### src/rtl/instr_fetch_stage.sv
// Fetch stage: issues imem reads at pc_curr, tags each reply with its PC and
// buffers it for decode; redirects flush the buffer and drop in-flight replies.
module instr_fetch_stage #(
    parameter int          MAX_OUTSTANDING = 2,
    parameter int          FIFO_DEPTH      = 2,
    parameter logic [31:0] NOP_INSTR       = 32'h00000013
) (
    input  logic        clk,
    input  logic        rst,
    input  logic [31:0] pc_curr,
    output logic        pc_en,
    output logic        pc_load_en,
    output logic [31:0] pc_load_val,
    input  logic        redirect_valid,
    input  logic [31:0] redirect_pc,
    output logic        imem_req_valid,
    input  logic        imem_req_ready,
    output logic [31:0] imem_req_addr,
    input  logic        imem_rsp_valid,
    input  logic [31:0] imem_rsp_data,
    input  logic        imem_rsp_err,
    output logic        if_valid,
    input  logic        if_ready,
    output logic [31:0] if_pc,
    output logic [31:0] if_instr,
    output logic        if_fault
);
    localparam int OW  = $clog2(MAX_OUTSTANDING) + 1;
    localparam int CW  = $clog2(FIFO_DEPTH) + 1;
    localparam int TAW = (MAX_OUTSTANDING > 1) ? $clog2(MAX_OUTSTANDING) : 1;
    localparam int FAW = $clog2(FIFO_DEPTH);
    localparam int SW  = ((OW > CW) ? OW : CW) + 1;

    typedef struct packed {
        logic [31:0] pc;
        logic [31:0] instr;
        logic        fault;
    } entry_t;

    logic [31:0]    tag_q [MAX_OUTSTANDING];
    logic [TAW-1:0] tag_wr_q, tag_wr_d, tag_rd_q, tag_rd_d;
    logic [OW-1:0]  outstanding_q, outstanding_d;
    logic [OW-1:0]  drop_cnt_q, drop_cnt_d;
    entry_t         fifo_q [FIFO_DEPTH];
    logic [FAW-1:0] fifo_wr_q, fifo_wr_d, fifo_rd_q, fifo_rd_d;
    logic [CW-1:0]  fifo_cnt_q, fifo_cnt_d;
    logic           halted_q, halted_d;

    logic   aligned, credit_ok, fire, rsp_keep, misalign_push, push, pop;
    entry_t push_entry;

    function automatic logic [TAW-1:0] tag_inc(input logic [TAW-1:0] p);
        return (p == TAW'(MAX_OUTSTANDING - 1)) ? '0 : p + 1'b1;
    endfunction

    assign pc_load_en    = redirect_valid;
    assign pc_load_val   = redirect_pc;
    assign imem_req_addr = pc_curr;

    assign aligned   = (pc_curr[1:0] == 2'b00);
    assign credit_ok = ((SW'(outstanding_q) + SW'(fifo_cnt_q)) < SW'(FIFO_DEPTH)) &&
                       (outstanding_q < OW'(MAX_OUTSTANDING));

    assign imem_req_valid = !rst && !redirect_valid && !halted_q && aligned && credit_ok;
    assign fire           = imem_req_valid && imem_req_ready;
    assign pc_en          = fire;

    assign rsp_keep = imem_rsp_valid && !redirect_valid && (drop_cnt_q == '0);

    // The fault entry waits for all older replies so it stays in program order
    // and never competes with a response for the single push port.
    assign misalign_push = !rst && !redirect_valid && !halted_q && !aligned &&
                           (outstanding_q == '0) && (fifo_cnt_q < CW'(FIFO_DEPTH));

    assign push = rsp_keep || misalign_push;
    assign pop  = if_valid && if_ready && !redirect_valid;

    assign if_valid = (fifo_cnt_q != '0);
    assign if_pc    = fifo_q[fifo_rd_q].pc;
    assign if_instr = fifo_q[fifo_rd_q].instr;
    assign if_fault = fifo_q[fifo_rd_q].fault;

    always_comb begin
        push_entry = '{pc: tag_q[tag_rd_q], instr: imem_rsp_data, fault: imem_rsp_err};
        if (misalign_push) begin
            push_entry = '{pc: pc_curr, instr: NOP_INSTR, fault: 1'b1};
        end
    end

    always_comb begin
        outstanding_d = outstanding_q + OW'(fire) - OW'(imem_rsp_valid);
        tag_wr_d      = fire ? tag_inc(tag_wr_q) : tag_wr_q;
        tag_rd_d      = imem_rsp_valid ? tag_inc(tag_rd_q) : tag_rd_q;
        drop_cnt_d    = drop_cnt_q;
        fifo_wr_d     = fifo_wr_q;
        fifo_rd_d     = fifo_rd_q;
        fifo_cnt_d    = fifo_cnt_q;
        halted_d      = halted_q;
        if (redirect_valid) begin
            // outstanding_q already counts replies that were stale before this
            // redirect, so everything still in flight afterwards gets dropped.
            drop_cnt_d = outstanding_q - OW'(imem_rsp_valid);
            fifo_wr_d  = '0;
            fifo_rd_d  = '0;
            fifo_cnt_d = '0;
            halted_d   = 1'b0;
        end else begin
            if (imem_rsp_valid && (drop_cnt_q != '0)) begin
                drop_cnt_d = drop_cnt_q - 1'b1;
            end
            if (push) begin
                fifo_wr_d = fifo_wr_q + 1'b1;
            end
            if (pop) begin
                fifo_rd_d = fifo_rd_q + 1'b1;
            end
            fifo_cnt_d = fifo_cnt_q + CW'(push) - CW'(pop);
            if ((rsp_keep && imem_rsp_err) || misalign_push) begin
                halted_d = 1'b1;
            end
        end
    end

    always_ff @(posedge clk or posedge rst) begin
        if (rst) begin
            for (int i = 0; i < MAX_OUTSTANDING; i++) begin
                tag_q[i] <= '0;
            end
            for (int i = 0; i < FIFO_DEPTH; i++) begin
                fifo_q[i] <= '0;
            end
            tag_wr_q      <= '0;
            tag_rd_q      <= '0;
            outstanding_q <= '0;
            drop_cnt_q    <= '0;
            fifo_wr_q     <= '0;
            fifo_rd_q     <= '0;
            fifo_cnt_q    <= '0;
            halted_q      <= 1'b0;
        end else begin
            if (fire) begin
                tag_q[tag_wr_q] <= pc_curr;
            end
            if (push) begin
                fifo_q[fifo_wr_q] <= push_entry;
            end
            tag_wr_q      <= tag_wr_d;
            tag_rd_q      <= tag_rd_d;
            outstanding_q <= outstanding_d;
            drop_cnt_q    <= drop_cnt_d;
            fifo_wr_q     <= fifo_wr_d;
            fifo_rd_q     <= fifo_rd_d;
            fifo_cnt_q    <= fifo_cnt_d;
            halted_q      <= halted_d;
        end
    end
endmodule

### config.mk
export PLATFORM = sky130hd
export DESIGN_NAME = instr_fetch_stage
export DESIGN_NICKNAME = d
export VERILOG_FILES = /design/src/rtl/instr_fetch_stage.sv
export SDC_FILE = /design/constraint.sdc
export NUM_CORES = 1
export LEC_CHECK = 0
export BUFFER_PORTS_ARGS = -buffer_cell sky130_fd_sc_hd__buf_2
export CELL_PAD_IN_SITES_DETAIL_PLACEMENT = 1
export CELL_PAD_IN_SITES_GLOBAL_PLACEMENT = 2
export CORE_ASPECT_RATIO = 1.4
export CORE_MARGIN = 3
export CORE_UTILIZATION = 30
export DETAILED_ROUTE_END_ITERATION = 10
export GPL_ROUTABILITY_DRIVEN = 0
export PLACE_DENSITY = 0.72
export SKIP_LAST_GASP = 1
export SYNTH_ARGS = -nofsm -noshare
export SYNTH_HDL_FRONTEND = slang
export SYNTH_SLANG_ARGS = --single-unit
export TNS_END_PERCENT = 30
### constraint.sdc
create_clock -name clk -period 7.3 [get_ports clk]
set_input_delay 0.73 -clock clk [delete_from_list [all_inputs] [get_ports clk]]
set_output_delay 0.73 -clock clk [all_outputs]
set_load 0.03 [all_outputs]
* Yosys cells after proc, flatten, opt, wreduce, memory -nomap -nowiden
Index checks and enable logic that the tools add are counted.
** Storage, ports and cells
- Output and inout bits :: 133
- Logic and storage cells :: 96
- Flip-flop bits (word level) :: 205
- Bits of input ports :: 103
** Cells by class
- Bitwise operators :: 4
- $add $sub $neg :: 11
- Reductions and logical operators :: 32
- Multiplexer cells :: 24
- Magnitude comparators :: 9
** Operators with widths (number)
- $mux 65 :: 5
- $bwmux 130 :: 1
- $mux 32 :: 4
- $demux 65 s1 :: 1
- $bwmux 64 :: 1
- $demux 32 s1 :: 1
- $logic_and 1x1->1 :: 17
- $reduce_bool 2->1 :: 6
- $ge 2x2->1 const B :: 4
- $mux 1 :: 8
- $not 1->2 :: 4
- $logic_not 2->1 :: 3
- $mux 2 :: 3
- $sub 2x1->2 :: 3
- $add 1x1->1 const B :: 4
- $add 2x1->2 :: 2
- $logic_not 1->1 :: 4
- $lt 2x1->1 const B :: 2
- $lt 2x2->1 const B :: 2
- $add 2x2->3 :: 1
- $lt 3x2->1 const B :: 1
- $logic_or 1x1->1 :: 2
- $sub 2x1->2 const B :: 1

* Longest topological paths before layout
- Depth after elaboration :: 10
- Depth in mapped cells :: 10
- Mapped depth without buffers :: 8

* Worst setup path before layout
Ideal clock, no wire load.
- Path kind :: input-to-reg
- Start :: input port redirect_valid
- End :: register fifo_cnt_q[1]
- Path buffers :: 3
- Setup slack :: 4.341 ns
- Setup time :: 0.128 ns
- Data arrival time :: 2.831 ns
- Stages on the path :: 10
- Data required time :: 7.172 ns
- Cell sequence :: or4_1 or4_1 clkbuf_1 buf_6 buf_6 nand2_1 xor2_1 ha_1 nor2b_1 mux2_1
** On the way
- Longest elaborated chain between the ends :: 10
- Elaborated cells on any way between the ends :: 13
- Those cells by class :: 2 x add/sub; 1 x mux; 10 x reduce/logical
** Ends and longest elaborated chain
- start, declared :: line 14 : input logic redirect_valid,
- $logic_not 1->1 :: line 68, 72, 76
- $logic_and 1x1->1 (4 in series) :: line 72 : assign misalign_push = !rst && !redirect_valid && !halted_q && !aligned &&
- $logic_and 1x1->1 :: line 73 : (outstanding_q == '0) && (fifo_cnt_q < CW'(FIFO_DEPTH));
- $logic_or 1x1->1 :: line 75 : assign push = rsp_keep || misalign_push;
- $add 2x1->2 :: line 117 : fifo_cnt_d = fifo_cnt_q + CW'(push) - CW'(pop);
- $sub 2x1->2 :: line 117
- $mux 2 (*) :: line 99 : if (redirect_valid) begin
- via fifo_cnt_d[1] :: line 46 : logic [CW-1:0] fifo_cnt_q, fifo_cnt_d;
- end signal, assigned :: line 153 : fifo_cnt_q <= fifo_cnt_d;
- end, declared :: line 46
The timed path passes the listed nets; every way through them passes the cells marked *.
A chain may end at the register's enable or synchronous reset.

* Final worst setup path
- Start :: register fifo_cnt_q[0]
- End :: output port pc_en
** On the way
- Longest elaborated chain between the ends :: 5
** Ends and longest elaborated chain
- $add 2x2->3 :: line 61 : assign credit_ok = ((SW'(outstanding_q) + SW'(fifo_cnt_q)) < SW'(FIFO_DEPTH)) &&
- $lt 3x2->1 :: line 61
- $logic_and 1x1->1 :: line 61
- $logic_and 1x1->1 :: line 64 : assign imem_req_valid = !rst && !redirect_valid && !halted_q && aligned && credit_ok;
- $logic_and 1x1->1 :: line 65 : assign fire = imem_req_valid && imem_req_ready;
- end, declared :: line 11 : output logic pc_en,
No other way between the ends.

==> results.cfg <==
[synth]
synth_cells = 741
synth_cell_type_count = 38
syn-cell-area_um2 = 9580
synthArstFlopShare_pct = 100
syn_area_per_cell_um2 = 12.9
ys_ff_latch = 205
synth_nets = 849
ys.flop_type = dfrtp_1
yosysTopAreaCellShare_pct = 53.5
synthXorXnorAreaFrac_pct = 0.640
synthMuxAreaShare_pct = 21.5
yosysSeqAreaShare_pct = 53.5
yosys.area_share.simple_pct = 3.42
synth_top_family_by_area = multiplexers
synth_edf_count = 0
synth_adder_area_share_pct = 0.731
yosys_warnings = 0
netlist_top_cells_area = dfrtp_1, mux2_2, mux2i_1
synth-compound-area-share_pct = 12.5
synth_top_cell_by_area = dfrtp_1

[drt]
avgRoutedWirePerCell_um = 21.1
ant_nets = 0
vias_per_cell = 5.07
drc_errors = 0
dr.first_iter.drc_count = 181
drt_first_pass_iters = 4
wl_mm = 26.0
vias = 6254

[clocking]
cts.reportedPaths.clkPinSlew_ns = 0.06
cts_root_buf = clkbuf_16
h-tree-depth = 1
clk_path_buf_depth = 3
cts_sinks = 205
numCtsBuffers = 23
cts_resized = 0
cts_setup_buffers = 0
cts_tree = yes
clkLatencyLatePin_ns = 0.51
cts_hold_buf = 0

[critical_path]
cp_max_fo = 5
reg2reg_depth = 4
start_kind = flop
worst_r2r_startpoint = fifo_wr_q
max_stage_delay_ns = 0.42
rrSetupSlack_ns = 4.22
crit_buf_inv = 1
endpoint_kind = output pin
cp_top_family = simple AND/OR/NAND/NOR gates
path_cells = and2_1 > fa_1 > nor4_1 > and3_1 > buf_2
cp.arrival_ns = 2.43
criticalPathCategory = flop to output pin
r2r-end = fifo_q[76]
crit_slowest_cell = dfrtp_1
worstSetupStartpoint = fifo_cnt_q[0]
cp.required_ns = 6.57

[global_routing]
grt_overflow = 0
grt_pass1_wl_mm = 40.3
grt_pass1_vias = 6865
grt_usage_pct = 14.9
grt_max_degree = 146
antenna_found_initial = 3

[layout]
nets = 934
multiInputGateArea_um2 = 3760
finalInstanceArea_um2 = 11200
final-seq-area_um2 = 5140
utilization_pct = 35.9
drive_gt1_share_pct = 42.5
layout_commonest_cell = dfrtp_1
final_cell_mix = dfrtp_1, buf_2, mux2_2, mux2i_1, o2bb2ai_1
area_delta_synth_final_pct = 16.5
fill_cells = 3312

[sta]
skew_ns = 0.0122
slew_violations = 0
hold_violations = 0
slew_headroom_pct = 30.1
timing.final.crit_share_pct = 43.4
rsz0062_at_grt = no
setup_ws_ns = 4.14
worst_pin_slew_ns = 1.05
setup_tns_ns = 0
setup_viol = 0
max_freq_mhz = 316
layout_min_cycle_time_ns = 3.16

[worst_hold_path]
whs_path_depth = 2
whs_endpoint = fifo_q[70]
min_path_type = input pin to flop
hold_start = imem_rsp_data[4]

[placement]
placed_cell_area_um2 = 10300
portBuffers = 171
dp_hpwl_mm = 16.1
pre_cts_ws_ns = 3.78

[power_and_ir_drop]
ir_drop_mv = 0.206
p_per_area_nw_per_um2 = 419
power_leakage_nw = 5.57

[floorplanning]
row_count = 76
io_pins = 236
die_area_um2 = 34100
die_y_um = 217
die_w_um = 157
floorplan.initialDensity_pct = 30.8
core-area_um2 = 31100

[job]
cap_violations = 0

[run_status]
status = finished, final reports clean
## through the flow
stage	std cells	hold slack (ns)	total power [mW]
floorplan	741	0.451	3.00
global placement	1191	0.466	3.42
detailed placement	1191	0.469	3.45
CTS	1232	0.430	4.76
global route	1232	0.442	4.94
finish	1234	0.456	4.68
## Yosys cell counts (3+ instances only)
library cell and count:
o2bb2ai_1 62, nor3_1 5, o22a_1 8, clkbuf_1 41, nand2_1 6, a21oi_1 4, buf_1 8, and2_1 6
buf_4 65, inv_1 5, nor2_1 37, xnor2_1 3, ha_1 4, mux2i_1 64, a22o_1 58, xor2_1 4
buf_2 3, dfrtp_1 205, mux2_2 124
## flip-flops by register name, summed over array words and instances, names as in the netlist
signal	cells
fifo_cnt_q	2
fifo_q	130
halted_q	1
tag_q	64
tag_rd_q	1
fifo_wr_q	1
fifo_rd_q	1
outstanding_q	2
drop_cnt_q	2
tag_wr_q	1
## cell families (layout without fill, tap and decap cells)
group	Yosys count	count (layout)
DFF	205	205
muxes	190	190
AOI/OAI and AO/OA	140	140
buffers and inverters	125	226
and+or+nand+nor	69	69
xor gates and xnor gates	7	7
adders and majority gates	5	5
other	0	2
## metal layers
metal	up-vias	wire length (um)	GRT usage, %
met2	123	13500	26.6
met5	-	20	0
li1	2811	-	-
met4	2	475	3.56
met3	35	1230	2.66
met1	3283	10900	18.7
## power breakdown
group / total, mW / internal (mW) / switching (mW)
clock: 1.28 / 0.794 / 0.482
combinational: 1.59 / 0.697 / 0.895
sequential: 1.81 / 1.52 / 0.287
total: 4.68 / 3.01 / 1.66
## worst register-to-register path: cells and delay by family, from the launching register on
family / cells / cell delay, ns
AO/OA/AOI/OAI: 2 / 0.70
flip-flops: 1 / 1.01
buffers and inverters: 2 / 1.30
## area by class of cell
type / instances / share of cell area (%)
well taps: 390 / 4.37
clock buffers: 29 / 5.72
diodes: 2 / 0.0448
clock inverters: 12 / 1.70
inverters: 6 / 0.269
multi-input cells: 411 / 33.7
flip-flops and latches: 205 / 46.0
repair buffers: 179 / 8.21
## how the worst max path moves through the flow
stage	endpoint	slack, ns	cells after the start
after floorplan	drop_cnt_q[0]	0.97	1
after global routing	pc_en	3.95	5
after global placement	fifo_cnt_q[1]	3.81	9
after CTS	pc_en	4.07	5
after detailed placement	fifo_q[28]	3.78	6
final	pc_en	4.14	5
Power figures use the tool's default switching activity.
